### src/rtl/hazard_pkg.sv
// Shared types and constants for the hazard/stall controller.
package hazard_pkg;

   typedef enum logic {
      IDLE     = 1'b0,
      MUL_BUSY = 1'b1
   } hz_state_e;

   localparam int MUL_LAT_DEF = 3;
   localparam int K_W         = 4;

endpackage : hazard_pkg

### src/rtl/mul_latency_counter.sv
// Tracks how long a multiply has occupied EX and flags its busy/final cycles.
//
// state    | meaning
// ---------|--------------------------------------------------------------
// IDLE     | no multiply in progress; a multiply seen here is at k=0
// MUL_BUSY | multiply in EX for k>=1 cycles; final cycle when k==MUL_LAT-1
module mul_latency_counter
   import hazard_pkg::*;
#(
   parameter int MUL_LAT = MUL_LAT_DEF
) (
   input  logic clk,
   input  logic arst_n,
   input  logic mul_ID_EX,
   output logic mul_busy,
   output logic mul_done
);

   localparam logic [K_W-1:0] K_LAST = K_W'(MUL_LAT - 1);

   hz_state_e      state_q, state_d;
   logic [K_W-1:0] k_q, k_d;

   always_ff @(posedge clk or negedge arst_n) begin
      if (!arst_n) begin
         state_q <= IDLE;
         k_q     <= '0;
      end else begin
         state_q <= state_d;
         k_q     <= k_d;
      end
   end

   always_comb begin
      state_d  = state_q;
      k_d      = k_q;
      mul_busy = 1'b0;
      mul_done = 1'b0;
      unique case (state_q)
         IDLE: begin
            if (mul_ID_EX) begin
               if (MUL_LAT > 1) begin
                  mul_busy = 1'b1;
                  state_d  = MUL_BUSY;
                  k_d      = K_W'(1);
               end else begin
                  mul_done = 1'b1;
               end
            end
         end
         MUL_BUSY: begin
            if (k_q < K_LAST) begin
               mul_busy = 1'b1;
               k_d      = k_q + K_W'(1);
            end else begin
               mul_done = 1'b1;
               state_d  = IDLE;
               k_d      = '0;
            end
         end
         default: begin
            state_d = IDLE;
            k_d     = '0;
         end
      endcase
   end

endmodule : mul_latency_counter

### src/rtl/hazard_stall_unit.sv
// Load-use and multiply stall control for the ID stage.
// HAZARD_PERF_CNT_EN enables the saturating stall_cycles counter; otherwise it reads 0.
module hazard_stall_unit
   import hazard_pkg::*;
#(
   parameter int REG_W   = 5,
   parameter int MUL_LAT = MUL_LAT_DEF,
   parameter int CNT_W   = 16
) (
   input  logic             clk,
   input  logic             arst_n,
   input  logic [REG_W-1:0] rs1_IF_ID,
   input  logic [REG_W-1:0] rs2_IF_ID,
   input  logic             uses_rs2_IF_ID,
   input  logic [REG_W-1:0] rd_ID_EX,
   input  logic             mem_read_ID_EX,
   input  logic             mul_ID_EX,
   output logic             pc_write,
   output logic             if_id_write,
   output logic             id_ex_write,
   output logic             id_ex_bubble,
   output logic             ex_mem_bubble,
   output logic             mul_busy,
   output logic             mul_done,
   output logic [CNT_W-1:0] stall_cycles
);

   logic mc_busy, mc_done;
   logic lu;

   mul_latency_counter #(
      .MUL_LAT (MUL_LAT)
   ) u_mul_cnt (
      .clk       (clk),
      .arst_n    (arst_n),
      .mul_ID_EX (mul_ID_EX),
      .mul_busy  (mc_busy),
      .mul_done  (mc_done)
   );

   // A load and a multiply never share EX, so a multiply flag wins over mem_read.
   assign lu = mem_read_ID_EX && !mul_ID_EX && (rd_ID_EX != '0) &&
               ((rd_ID_EX == rs1_IF_ID) ||
                (uses_rs2_IF_ID && (rd_ID_EX == rs2_IF_ID)));

   always_comb begin
      pc_write      = 1'b1;
      if_id_write   = 1'b1;
      id_ex_write   = 1'b1;
      id_ex_bubble  = 1'b0;
      ex_mem_bubble = 1'b0;
      mul_busy      = 1'b0;
      mul_done      = 1'b0;
      // Outputs go non-stall the moment reset asserts, without waiting for a clock.
      if (arst_n) begin
         mul_busy = mc_busy;
         mul_done = mc_done;
         if (mc_busy) begin
            pc_write      = 1'b0;
            if_id_write   = 1'b0;
            id_ex_write   = 1'b0;
            ex_mem_bubble = 1'b1;
         end else if (lu) begin
            pc_write     = 1'b0;
            if_id_write  = 1'b0;
            id_ex_bubble = 1'b1;
         end
      end
   end

`ifdef HAZARD_PERF_CNT_EN
   logic [CNT_W-1:0] stall_q;

   always_ff @(posedge clk or negedge arst_n) begin
      if (!arst_n) begin
         stall_q <= '0;
      end else if (!pc_write && (stall_q != '1)) begin
         stall_q <= stall_q + CNT_W'(1);
      end
   end

   assign stall_cycles = stall_q;
`else
   assign stall_cycles = '0;
`endif

endmodule : hazard_stall_unit
### config.mk
export PLATFORM = sky130hd
export DESIGN_NAME = hazard_stall_unit
export DESIGN_NICKNAME = d
export VERILOG_FILES = /design/src/rtl/hazard_pkg.sv /design/src/rtl/mul_latency_counter.sv /design/src/rtl/hazard_stall_unit.sv
export SDC_FILE = /design/constraint.sdc
export NUM_CORES = 1
export LEC_CHECK = 0
export ABC_AREA = 1
export BUFFER_PORTS_ARGS = -buffer_cell sky130_fd_sc_hd__buf_2
export CORE_AREA = 2 2 43 45
export DETAILED_ROUTE_END_ITERATION = 16
export DIE_AREA = 0 0 45 47
export HOLD_SLACK_MARGIN = 0.03
export PLACE_DENSITY = 0.73
export SKIP_LAST_GASP = 1
export SYNTH_ARGS = -nofsm -noshare
export SYNTH_HDL_FRONTEND = slang
export SYNTH_SLANG_ARGS = --single-unit
export TNS_END_PERCENT = 20
### constraint.sdc
create_clock -name clk -period 1.3 [get_ports clk]
set_input_delay 0.13 -clock clk [delete_from_list [all_inputs] [get_ports clk]]
set_output_delay 0.13 -clock clk [all_outputs]
set_load 0.005 [all_outputs]
Yosys cells after proc, flatten, opt, wreduce, memory -nomap -nowiden. Index checks and enable logic that the tools add are counted.

$add $sub $neg: 1. Magnitude comparators: 1. Equality and inequality tests: 3. Multiplexer cells: 20. Bitwise gates (word level): 1. Reductions and logical operators: 7.

Operators by type and width (count): 1-bit 2-to-1 mux (15); 5-bit equality test (2); 4-bit 2-to-1 mux (2); 4-bit one-hot mux with 2 select lines (1); 5-bit nonzero test (1); 4-bit by 1-bit adder with 4-bit output, second input constant (1); 1-bit logical AND (4); 4-bit by 2-bit < comparator with 1-bit output, second input constant (1); 1-bit one-hot mux with 2 select lines (2); 2-bit inequality test, second input constant (1); 1-bit logical NOT (1); 1-bit logical OR (1); 1-bit NOT (1).

Register bits: 5. Input bits: 20. Logic and storage cells: 35.

Longest topological paths before layout. Gate-level depths: netlist of the first run.

Depth after elaboration: 7. Gate-level depth with buffers: 8. Gate-level depth less buffers: 8.

Modules after synthesis. Synthesis of the first run repeated with hierarchy kept, for this count alone.

Cells, all modules: 108. Area, all modules: 626.9 µm².

By module, submodules not included: hazard_stall_unit (instances 1, cells each 81, area each 386.6 µm², sequential area each 0.0 µm²); mul_latency_counter (instances 1, cells each 27, area each 240.2 µm², sequential area each 125.1 µm²).

Least setup slack after synthesis of the first run. OpenSTA, ideal clock, no wires.

Kind: reg2out. Start point: register u_mul_cnt.state_q. End point: output pc_write. Arrival: 1.064 ns. Data required time: 1.170 ns. Setup slack: 0.106 ns. Stages on the path, launching flop included: 7. Path buffers: 1. Cell sequence: dfrtp_1 > nor2_1 > inv_1 > nand2_1 > nor2_2 > a21oi_1 > buf_4.

Word-level cells in the longest chain between the ends: 4.

RTL lines: start: declaration (RTL line mul_latency_counter.sv:21) `hz_state_e state_q, state_d;`; start signal: assignment (RTL line mul_latency_counter.sv:29) `state_q <= state_d;`; 1-bit NOT (RTL line mul_latency_counter.sv:39) `unique case (state_q)`; 1-bit one-hot mux with 2 select lines (*) (RTL line mul_latency_counter.sv:39); 1-bit 2-to-1 mux (*) (2 in a row); end: declaration (RTL line hazard_stall_unit.sv:18) `output logic pc_write,`.

Every way passes the cells marked *; elsewhere a longest branch is shown, timed or not.

Worst setup path in the final report of the first run.
Start point: register u_mul_cnt.k_q[1]. End point: output mul_done.

Word-level cells in the longest chain between the ends: 4.

RTL lines: start: declaration (RTL line mul_latency_counter.sv:22) `logic [K_W-1:0] k_q, k_d;`; start signal: assignment (RTL line mul_latency_counter.sv:30) `k_q <= k_d;`; 4-bit by 2-bit < comparator with 1-bit output (RTL line mul_latency_counter.sv:52) `if (k_q < K_LAST) begin`; 1-bit 2-to-1 mux (RTL line mul_latency_counter.sv:52); 1-bit one-hot mux with 2 select lines (RTL line mul_latency_counter.sv:39); 1-bit 2-to-1 mux (RTL line hazard_stall_unit.sv:55) `if (arst_n) begin`; end: declaration (RTL line hazard_stall_unit.sv:24) `output logic mul_done,`.

No other way between the ends.

==> metrics.txt, run 1 <==
initial antenna violation count 0; final setup fails 7; Max Transition Viols Final 0; RSZ-0062 raised after global routing true; drt wl/cell 8.99 um; Critical Path AT 1.30 ns; final cell count without fillers 158; Yosys Warn Count 0; Hold Startpoint mul_ID_EX; worst-skew pair later-pin latency 0.25 ns; RR Endpoint u_mul_cnt.k_q[0]$_DFFE_PN0P_; slowest stage delay, CP 0.39 ns; final wirelength 1.42 mm; P_leak 0.543 nW; # clock sinks 5; hold path depth 4; Worst path top cell family by delay buffers and inverters; Design Power 0.00112 W; hpwl dp 1.05 mm; Max Root-Sink Buffers 2; slack of the critical path -0.125 ns; Cell Area, Synth 603 um^2; max-cap violations 0; Worst-path clk slew 0.05 ns; failing checks setup timing; post-DR vias/cell 4.11; status finished with violations; Tcrit/Tclk final 1.10; flop-to-flop setup slack 0.23 ns; TritonRoute pass-1 iters 4; total global routing overflow 0; htree depth 1; Routed Antenna Nets 0; vias in the first global route 557; layout cells sized above 1 0.383; Rows 15; die height 47 um; Tot GR Track Use 0.145; first-pass GRT wire length 2.08 mm; I/O Pins 43; CTS root buf clkbuf_4; register area share after synthesis 0.207; Clock Skew 0.00391 ns; fin crit period 1.43 ns; Starting Density 0.365; Max VDD drop 0.464 mV; crit-path most repeated cell buf_4; TritonCTS clock tree done; CP Class reg -> out; GR Util met2 0.263; GRT Max-Usage Layer met2; met3 GRT Util 0.0346; CTS Buf Count 3; most frequent cells in the layout nand2_1, buf_2, inv_1, conb_1, buf_4; largest net degree at the start of global routing 6; Iter 0 DRT Violations 7; Req. time, crit path 1.17 ns; CORE AREA 1650 um^2; final hold vios 0; Min-Delay Endpoint u_mul_cnt.k_q[3]$_DFFE_PN0P_; worst-path cell chain inv_2 -> nand3_2 -> nand2_2 -> buf_4 -> buf_4 -> nor2_2 -> buf_2; final net count 163; fmax 702 MHz; most common cell after layout, fill and taps aside nand2_1; DR vias 649; Mapped Cells 103; R2R depth 7; M1 GR Usage 0.134; worst hold path type in -> reg; r2r startpoint u_mul_cnt.k_q[1]$_DFFE_PN0P_; maximum fanout along the worst path 2; die area 2120 um^2; die width 45 um; crit path from u_mul_cnt.k_q[1]$_DFFE_PN0P_; port buffer count 26; Synth Register Bits 5; CP Capture Type primary output; Placer Congestion 0.700; critical path's slowest cell dfrtp_1; Cell variety after synth 17; number of buffers and inverters on the critical path 4; PD cells 1370 nW/um^2; area grow syn2layout 35.3%; DRC violations left 0; syn avg cell area 5.86 um^2; startpoint types flop; placed cells 144; n_diodes 0
-- logic make-up after synthesis --
logic type | after synthesis | synth area share
AOI/OAI and AO/OA | 4 | 0.0373
xor gates and xnor gates | 1 | 0.0145
adders and majority gates | 1 | 0.0207
buffers and inverters | 41 | 0.367
DFF | 5 | 0.207
muxes | 1 | 0.0166
other | 1 | 0.00622
and+or+nand+nor | 49 | 0.330
-- final cells by class --
class,count,area (um^2)
multi-input combinational,72,342
fill,190,836
clock buffer,4,26.3
sequential,5,125
inverter,23,86.3
tap,17,21.3
timing repair buffer,37,215
-- metrics by stage --
step | setup TNS (ns) | hold slack [ns] | worst slack (ns) | area (um^2) | util
3_5_place_dp | 0 | 0.0428 | 0.0678 | 683 | 0.414
6_report | -0.632 | 0.199 | -0.125 | 816 | 0.494
5_1_grt | -1.00 | 0.218 | -0.178 | 816 | 0.494
2_1_floorplan | 0 | -0.166 | 0.106 | 659 | -
4_1_cts | -0.464 | 0.171 | -0.0866 | 788 | 0.477
3_3_place_gp | 0 | 0.0347 | 0.140 | 683 | 0.414
-- worst min-delay path, cell delays in order --
cell and delay [ns]:
buf_2 0.10, nor2_2 0.04, inv_2 0.09, nor2_1 0.05
-- registers in the layout (all words and copies together) (netlist names) --
signal / flops
u_mul_cnt.state_q: 1
u_mul_cnt.k_q: 4
-- what timing repair did --
action	in CTS	in global routing
pin swaps	4	3
endpoints found under the hold margin	5	0
hold buffers	1	0
resized for setup	10	1
buffers inserted	6	3
setup endpoints to repair	6	7
-- worst max-delay path by stage --
stage / to / slack, ns / depth (start not counted)
global route: pc_write / -0.18 / 6
detailed placement: pc_write / 0.07 / 7
global placement: if_id_write / 0.14 / 7
CTS: pc_write / -0.09 / 6
finish: mul_done / -0.13 / 7
floorplan: pc_write / 0.11 / 6
-- where the power goes --
| group | total [W] | internal [W] | switching (W) |
|---|---|---|---|
| sequential | 0.000259 | 0.000211 | 0.0000478 |
| combinational | 0.000669 | 0.000339 | 0.000331 |
| clock | 0.000188 | 0.000117 | 0.0000715 |
| total | 0.00112 | 0.000667 | 0.000450 |
-- Yosys cell counts, drive strengths merged --
master,number,share of area
o21ai,1,0.0083
buf,18,0.22
dfrtp,5,0.21
nand4,1,0.010
a21oi,1,0.0083
nand3,3,0.025
mux2i,1,0.017
nor2,11,0.077
inv,23,0.14
o22ai,2,0.021
ha,1,0.021
nand2,33,0.21
xnor2,1,0.015
conb,1,0.0062
nor3b,1,0.012
-- layer usage --
layer | up-vias | share of wire
met3 | 4 | 0.060
met5 | - | 0
li1 | 344 | -
met1 | 279 | 0.37
met4 | 0 | 0.024
met2 | 22 | 0.54
Power figures use the tool's default switching activity.
==> run 2: changes to the inputs <==
--- a/config.mk
+++ b/config.mk
@@ -12,6 +12,7 @@
 export DIE_AREA = 0 0 45 47
 export HOLD_SLACK_MARGIN = 0.03
 export PLACE_DENSITY = 0.73
+export RECOVER_POWER = 50
 export SKIP_LAST_GASP = 1
 export SYNTH_ARGS = -nofsm -noshare
 export SYNTH_HDL_FRONTEND = slang
==> run 2 against run 1 <==
Compared with the run above: the run still ends with setup timing left; cell count did not move; sequential share of layout area rose by 0.071 points; clock skew barely moved; routed wire length rose by 0.14%; clock power barely moved; critical path depth did not move; total power barely moved; worst hold slack improved by 0.0036 ns; combinational power barely moved; sequential cell count did not move; clock-buffer cell count did not move; first-iteration DRC count rose by 57%; critical endpoint unchanged.
==> metrics.txt, run 2 (same netlist as run 1, synthesis figures left out) <==
most common cell after layout, fill and taps aside nand2_1; status finished with violations; Tcrit/Tclk final 1.10 (about the same); critical path's slowest cell dfrtp_1; Critical Path AT 1.30 ns (about the same); worst hold slack 0.203 ns (+0.00359 ns); largest net degree at the start of global routing 6 (unchanged); Max VDD drop 0.464 mV (about the same); TNS Setup -0.646 ns (-0.0141 ns); Worst-path clk slew 0.05 ns (about the same); most frequent cells in the layout nand2_1, buf_2, inv_1, conb_1, buf_4; Tot GR Track Use 0.145 (unchanged); hpwl dp 1.05 mm (unchanged); RR Endpoint u_mul_cnt.k_q[0]$_DFFE_PN0P_; maximum fanout along the worst path 2 (unchanged); P_leak 0.539 nW (-0.67%); Fill cells 189 (-0.53%); Setup WS pre-CTS 0.0678 ns (unchanged); PD cells 1380 nW/um^2 (+0.56%); Design Power 0.00112 W (about the same); Routed Antenna Nets 0 (unchanged); Final Cell Area 812 um^2 (-0.46%); slowest stage delay, CP 0.39 ns (about the same); final setup fails 7 (unchanged); RSZ-0062 raised after global routing true; crit path from u_mul_cnt.k_q[1]$_DFFE_PN0P_; R2R depth 7 (unchanged); Worst path top cell family by delay buffers and inverters; number of buffers and inverters on the critical path 4 (unchanged); Biggest register u_mul_cnt.k_q; port buffer count 26 (unchanged); total global routing overflow 0 (unchanged); TritonRoute pass-1 iters 2 (-2); WP depth 7 (unchanged); fin crit period 1.43 ns (+0.000249 ns); Placer Congestion 0.700 (unchanged); failing checks setup timing; flop-to-flop setup slack 0.23 ns (about the same); max reg flops 4 (unchanged); CORE AREA 1650 um^2 (unchanged); crit-path most repeated cell buf_4; vias in the first global route 557 (unchanged); Rows 15 (unchanged); die area 2120 um^2 (unchanged); DR vias 649 (unchanged); slack of the critical path -0.126 ns (-0.000249 ns); CP Capture Type primary output; Max Transition Viols Final 0 (unchanged); drt wl/cell 9.00 um (+0.14%); Starting Density 0.365 (unchanged); initial antenna violation count 0 (unchanged); CTS Buf Count 3 (unchanged); Clock Skew 0.00357 ns (-0.000336 ns); worst-path cell chain inv_2 -> nand3_2 -> nand2_2 -> buf_4 -> buf_4 -> nor2_2 -> buf_2; die height 47 um (unchanged); worst-skew pair later-pin latency 0.25 ns (about the same); worst hold path type in -> reg; area grow syn2layout 34.6%; Multi-input gate area 342 um^2 (unchanged); n_diodes 0 (unchanged); Placed Instance Area 683 um^2 (unchanged); Reg area 125 um^2 (unchanged); TritonCTS clock tree done; CTS root buf clkbuf_4; first-pass GRT wire length 2.08 mm (unchanged); Setup crit end mul_done; I/O Pins 43 (unchanged); final hold vios 0 (unchanged); htree depth 1 (unchanged); Max Root-Sink Buffers 2 (unchanged); Req. time, crit path 1.17 ns (about the same); r2r startpoint u_mul_cnt.k_q[1]$_DFFE_PN0P_; # clock sinks 5 (unchanged); layout cells sized above 1 0.376 (-0.00709); fmax 702 MHz (about the same); final net count 163 (unchanged); max-cap violations 0 (unchanged); die width 45 um (unchanged); CP Class reg -> out; startpoint types flop; DRC violations left 0 (unchanged); Iter 0 DRT Violations 11 (+4); post-DR vias/cell 4.11 (unchanged); final wirelength 1.42 mm (+0.14%); biggest regs u_mul_cnt.k_q: 4 flops, u_mul_cnt.state_q: 1 flops
[run 2: worst min path at each step]
| stage | slack, ns | start | end | depth (start not counted) |
|---|---|---|---|---|
| after floorplan | -0.17 | arst_n | u_mul_cnt.k_q[0]$_DFFE_PN0P_ | 0 |
| after global placement | 0.03 | arst_n | u_mul_cnt.k_q[3]$_DFFE_PN0P_ | 2 |
| after detailed placement | 0.04 | arst_n | u_mul_cnt.k_q[3]$_DFFE_PN0P_ | 2 |
| after CTS | 0.17 | mul_ID_EX | u_mul_cnt.k_q[3]$_DFFE_PN0P_ | 4 |
| after global routing | 0.22 | mul_ID_EX | u_mul_cnt.k_q[3]$_DFFE_PN0P_ | 4 |
| final | 0.20 | mul_ID_EX | u_mul_cnt.k_q[3]$_DFFE_PN0P_ | 4 |
[run 2: stage by stage]
step                instances   util
floorplan                 118      -
global placement          144  0.414
detailed placement        144  0.414
CTS                       155  0.477
global route              158  0.492
finish                    158  0.492
[run 2: layout make-up]
class	instances	share of cell area
multi-input combinational	72	0.421
timing repair buffer	37	0.260
sequential	5	0.154
inverter	23	0.106
clock buffer	4	0.0324
tap	17	0.0262
[run 2: worst reg2reg max path: cells and delay by family, from the launching register on]
kind / cells / cell delay [ns]
buf+inv: 4 / 0.37
flops: 1 / 0.37
simple gates: 3 / 0.23
[run 2: per-layer routing]
layer	wire length [um]	global-route usage	vias up
met4	34	0.135	0
met3	85	0.0346	4
li1	-	-	344
met1	534	0.134	279
met5	0	0	-
met2	767	0.263	22
[run 2: power by group]
group          switching [W]  internal [W]  total [W]
clock              0.0000718      0.000117   0.000188
sequential         0.0000477      0.000211   0.000259
combinational       0.000333      0.000337   0.000670
[run 2: timing repair]
item / CTS / global route
hold endpoints to repair: 5 / 0
hold buffers: 1 / 0
gates resized for setup: 10 / 1
endpoints found under the setup margin: 6 / 7
setup buffers: 6 / 3
pin swaps: 4 / 3
==> run 3: changes to the inputs <==
--- a/config.mk
+++ b/config.mk
@@ -11,7 +11,7 @@
 export DETAILED_ROUTE_END_ITERATION = 16
 export DIE_AREA = 0 0 45 47
 export HOLD_SLACK_MARGIN = 0.03
-export PLACE_DENSITY = 0.73
+export PLACE_DENSITY = 0.84
 export RECOVER_POWER = 50
 export SKIP_LAST_GASP = 1
 export SYNTH_ARGS = -nofsm -noshare
==> run 3 against run 2 <==
Compared with the run above: the run still ends with setup timing left; via count is 0.77% higher; die area stayed put; non-clock buffer count is 3 lower; cell count is 1.9% lower; clock power hardly changed; total power is 7.9% lower; critical path type unchanged.
==> metrics.txt, run 3 (same netlist as run 1, synthesis figures left out) <==
status finished with violations; failing checks setup timing; fin crit period 1.38 ns (-0.0481 ns); first-pass GRT wire length 2.05 mm (-1.6%); final setup fails 6 (-1); P_sw 0.000418 W (-7.7%); total global routing overflow 0 (unchanged); most common cell after layout, fill and taps aside nand2_1; most frequent cells in the layout nand2_1, buf_2, inv_1, conb_1, nor2_1; worst-skew pair later-pin latency 0.25 ns (about the same); Req. time, crit path 1.17 ns (about the same); worst hold path type in -> reg; Clock Skew 0.00669 ns (+0.00312 ns); CORE AREA 1650 um^2 (unchanged); Rows 15 (unchanged); TritonCTS clock tree done; # clock sinks 5 (unchanged); max reg flops 4 (unchanged); Multi-input gate area 332 um^2 (-2.9%); Max VDD drop 0.414 mV (-11%); area grow syn2layout 29.3%; Routed Antenna Nets 0 (unchanged); PD cells 1320 nW/um^2 (-4.0%); Tcrit/Tclk final 1.06 (-0.0370); initial antenna violation count 0 (unchanged); max-cap violations 0 (unchanged); Worst-path clk slew 0.04 ns (about the same); internal power 0.000612 W (-8.0%); Final Cell Area 779 um^2 (-4.0%); Placer Congestion 0.713 (+1.8%); Biggest register u_mul_cnt.k_q; Max Transition Viols Final 0 (unchanged); power share of the clock group 0.181 (+0.012); layout cells sized above 1 0.348 (-0.0281); largest net degree at the start of global routing 6 (unchanged); Fill cells 185 (-2.1%); startpoint types flop; P_leak 0.524 nW (-2.7%); biggest regs u_mul_cnt.k_q: 4 flops, u_mul_cnt.state_q: 1 flops; vias in the first global route 546 (-2.0%); Iter 0 DRT Violations 7 (-4); Placed Instance Area 683 um^2 (unchanged); Gate power share 0.581 (-0.019); die height 47 um (unchanged); die width 45 um (unchanged); final cell count without fillers 155 (-1.9%); RSZ-0062 raised after global routing true; Starting Density 0.365 (unchanged); hpwl dp 1.07 mm (+2.6%); CP Class reg -> out; final hold vios 0 (unchanged); die area 2120 um^2 (unchanged); maximum fanout along the worst path 4 (+2); Flop pwr share 0.238 (+0.006); DRC violations left 0 (unchanged); port buffer count 26 (unchanged); fmax 726 MHz (+3.5%); TNS Setup -0.315 ns (+0.331 ns); Critical Path AT 1.25 ns (-0.05 ns); Tot GR Track Use 0.142 (-0.00354); post-DR vias/cell 4.22 (+2.7%); final net count 160 (-1.8%); slack of the critical path -0.0774 ns (+0.0481 ns); TritonRoute pass-1 iters 4 (+2); drt wl/cell 8.92 um (-0.93%); Reg area 125 um^2 (unchanged); n_diodes 0 (unchanged); I/O Pins 43 (unchanged); CTS Buf Count 3 (unchanged); DR vias 654 (+0.77%); sw frac 0.405 (+0.000733); CTS root buf clkbuf_4; htree depth 1 (unchanged); placed cells 144 (unchanged); Max Root-Sink Buffers 2 (unchanged); final wirelength 1.38 mm (-2.8%); CP Capture Type primary output
==> run 3: changes by cell type in the layout (fill, tap and decap cells not counted) <==
cell | before | now
buf_4 | 9 | 6
nor2_1 | 7 | 9
nor2_2 | 3 | 1
nand2_2 | 1 | 2
nand2_4 | 1 | 0
==> run 3: what timing repair did <==
action                                 in CTS  in global routing
setup endpoints to repair                   6                  7
buffers inserted                            5                  1
hold buffers                                1                  0
pin swaps                                   3                  2
endpoints found under the hold margin       5                  0
gates resized for setup                     7                  1
gates cloned                                0                  0
==> run 3: routing by layer <==
metal / track usage / vias up / wire (um)
li1: - / 336 / -
met2: 0.283 / 27 / 788
met5: 0 / - / 0
met1: 0.117 / 287 / 452
met3: 0.0500 / 4 / 108
met4: 0.0882 / 0 / 32
==> run 3: stage by stage <==
step	worst slack, ns	utilization	hold WS (ns)	total power (W)
finish	-0.0774	0.472	0.308	0.00103
global route	-0.153	0.472	0.294	0.00112
detailed placement	0.0915	0.414	0.0328	0.000660
CTS	-0.0535	0.470	0.279	0.000994
global placement	0.133	0.414	0.0358	0.000632
floorplan	0.106	-	-0.166	0.000562
==> run 3: path summary, 6_finish.rpt <==
path | cells after the start | start | slack (ns) | endpoint
worst max-delay path | 6 | u_mul_cnt.state_q$_DFF_PN0_ | -0.08 | if_id_write
worst min-delay path | 5 | mul_ID_EX | 0.31 | u_mul_cnt.k_q[0]$_DFFE_PN0P_
worst max register to register | 4 | u_mul_cnt.k_q[1]$_DFFE_PN0P_ | 0.23 | u_mul_cnt.k_q[1]$_DFFE_PN0P_
worst min register to register | 2 | u_mul_cnt.k_q[3]$_DFFE_PN0P_ | 0.52 | u_mul_cnt.k_q[3]$_DFFE_PN0P_
max in group asynchronous | 3 | arst_n | 0.72 | u_mul_cnt.state_q$_DFF_PN0_
min in group asynchronous | 3 | arst_n | 0.36 | u_mul_cnt.k_q[3]$_DFFE_PN0P_
==> run 3: power groups by stage <==
stage               clock, W  sequential (W)  combinational (W)
finish              0.000186        0.000246           0.000598
global placement           0        0.000248           0.000384
floorplan                  0        0.000244           0.000319
global route        0.000205        0.000251           0.000665
detailed placement         0        0.000252           0.000407
CTS                 0.000186        0.000245           0.000564
==> run 3: layout make-up <==
cell class                      instances  area share
Tap cell                               17      0.0273
Multi-Input combinational cell         72       0.425
Timing Repair Buffer                   34       0.242
Inverter                               23       0.111
Clock buffer                            4      0.0337
Sequential cell                         5       0.161
==> run 3: critical path, stage by stage, from the launching register on <==
cell and delay [ns]:
dfrtp_1 0.38, nor2_1 0.14, inv_1 0.09, nand2_2 0.10, nor2_4 0.04, a21oi_2 0.12
buf_2 0.13
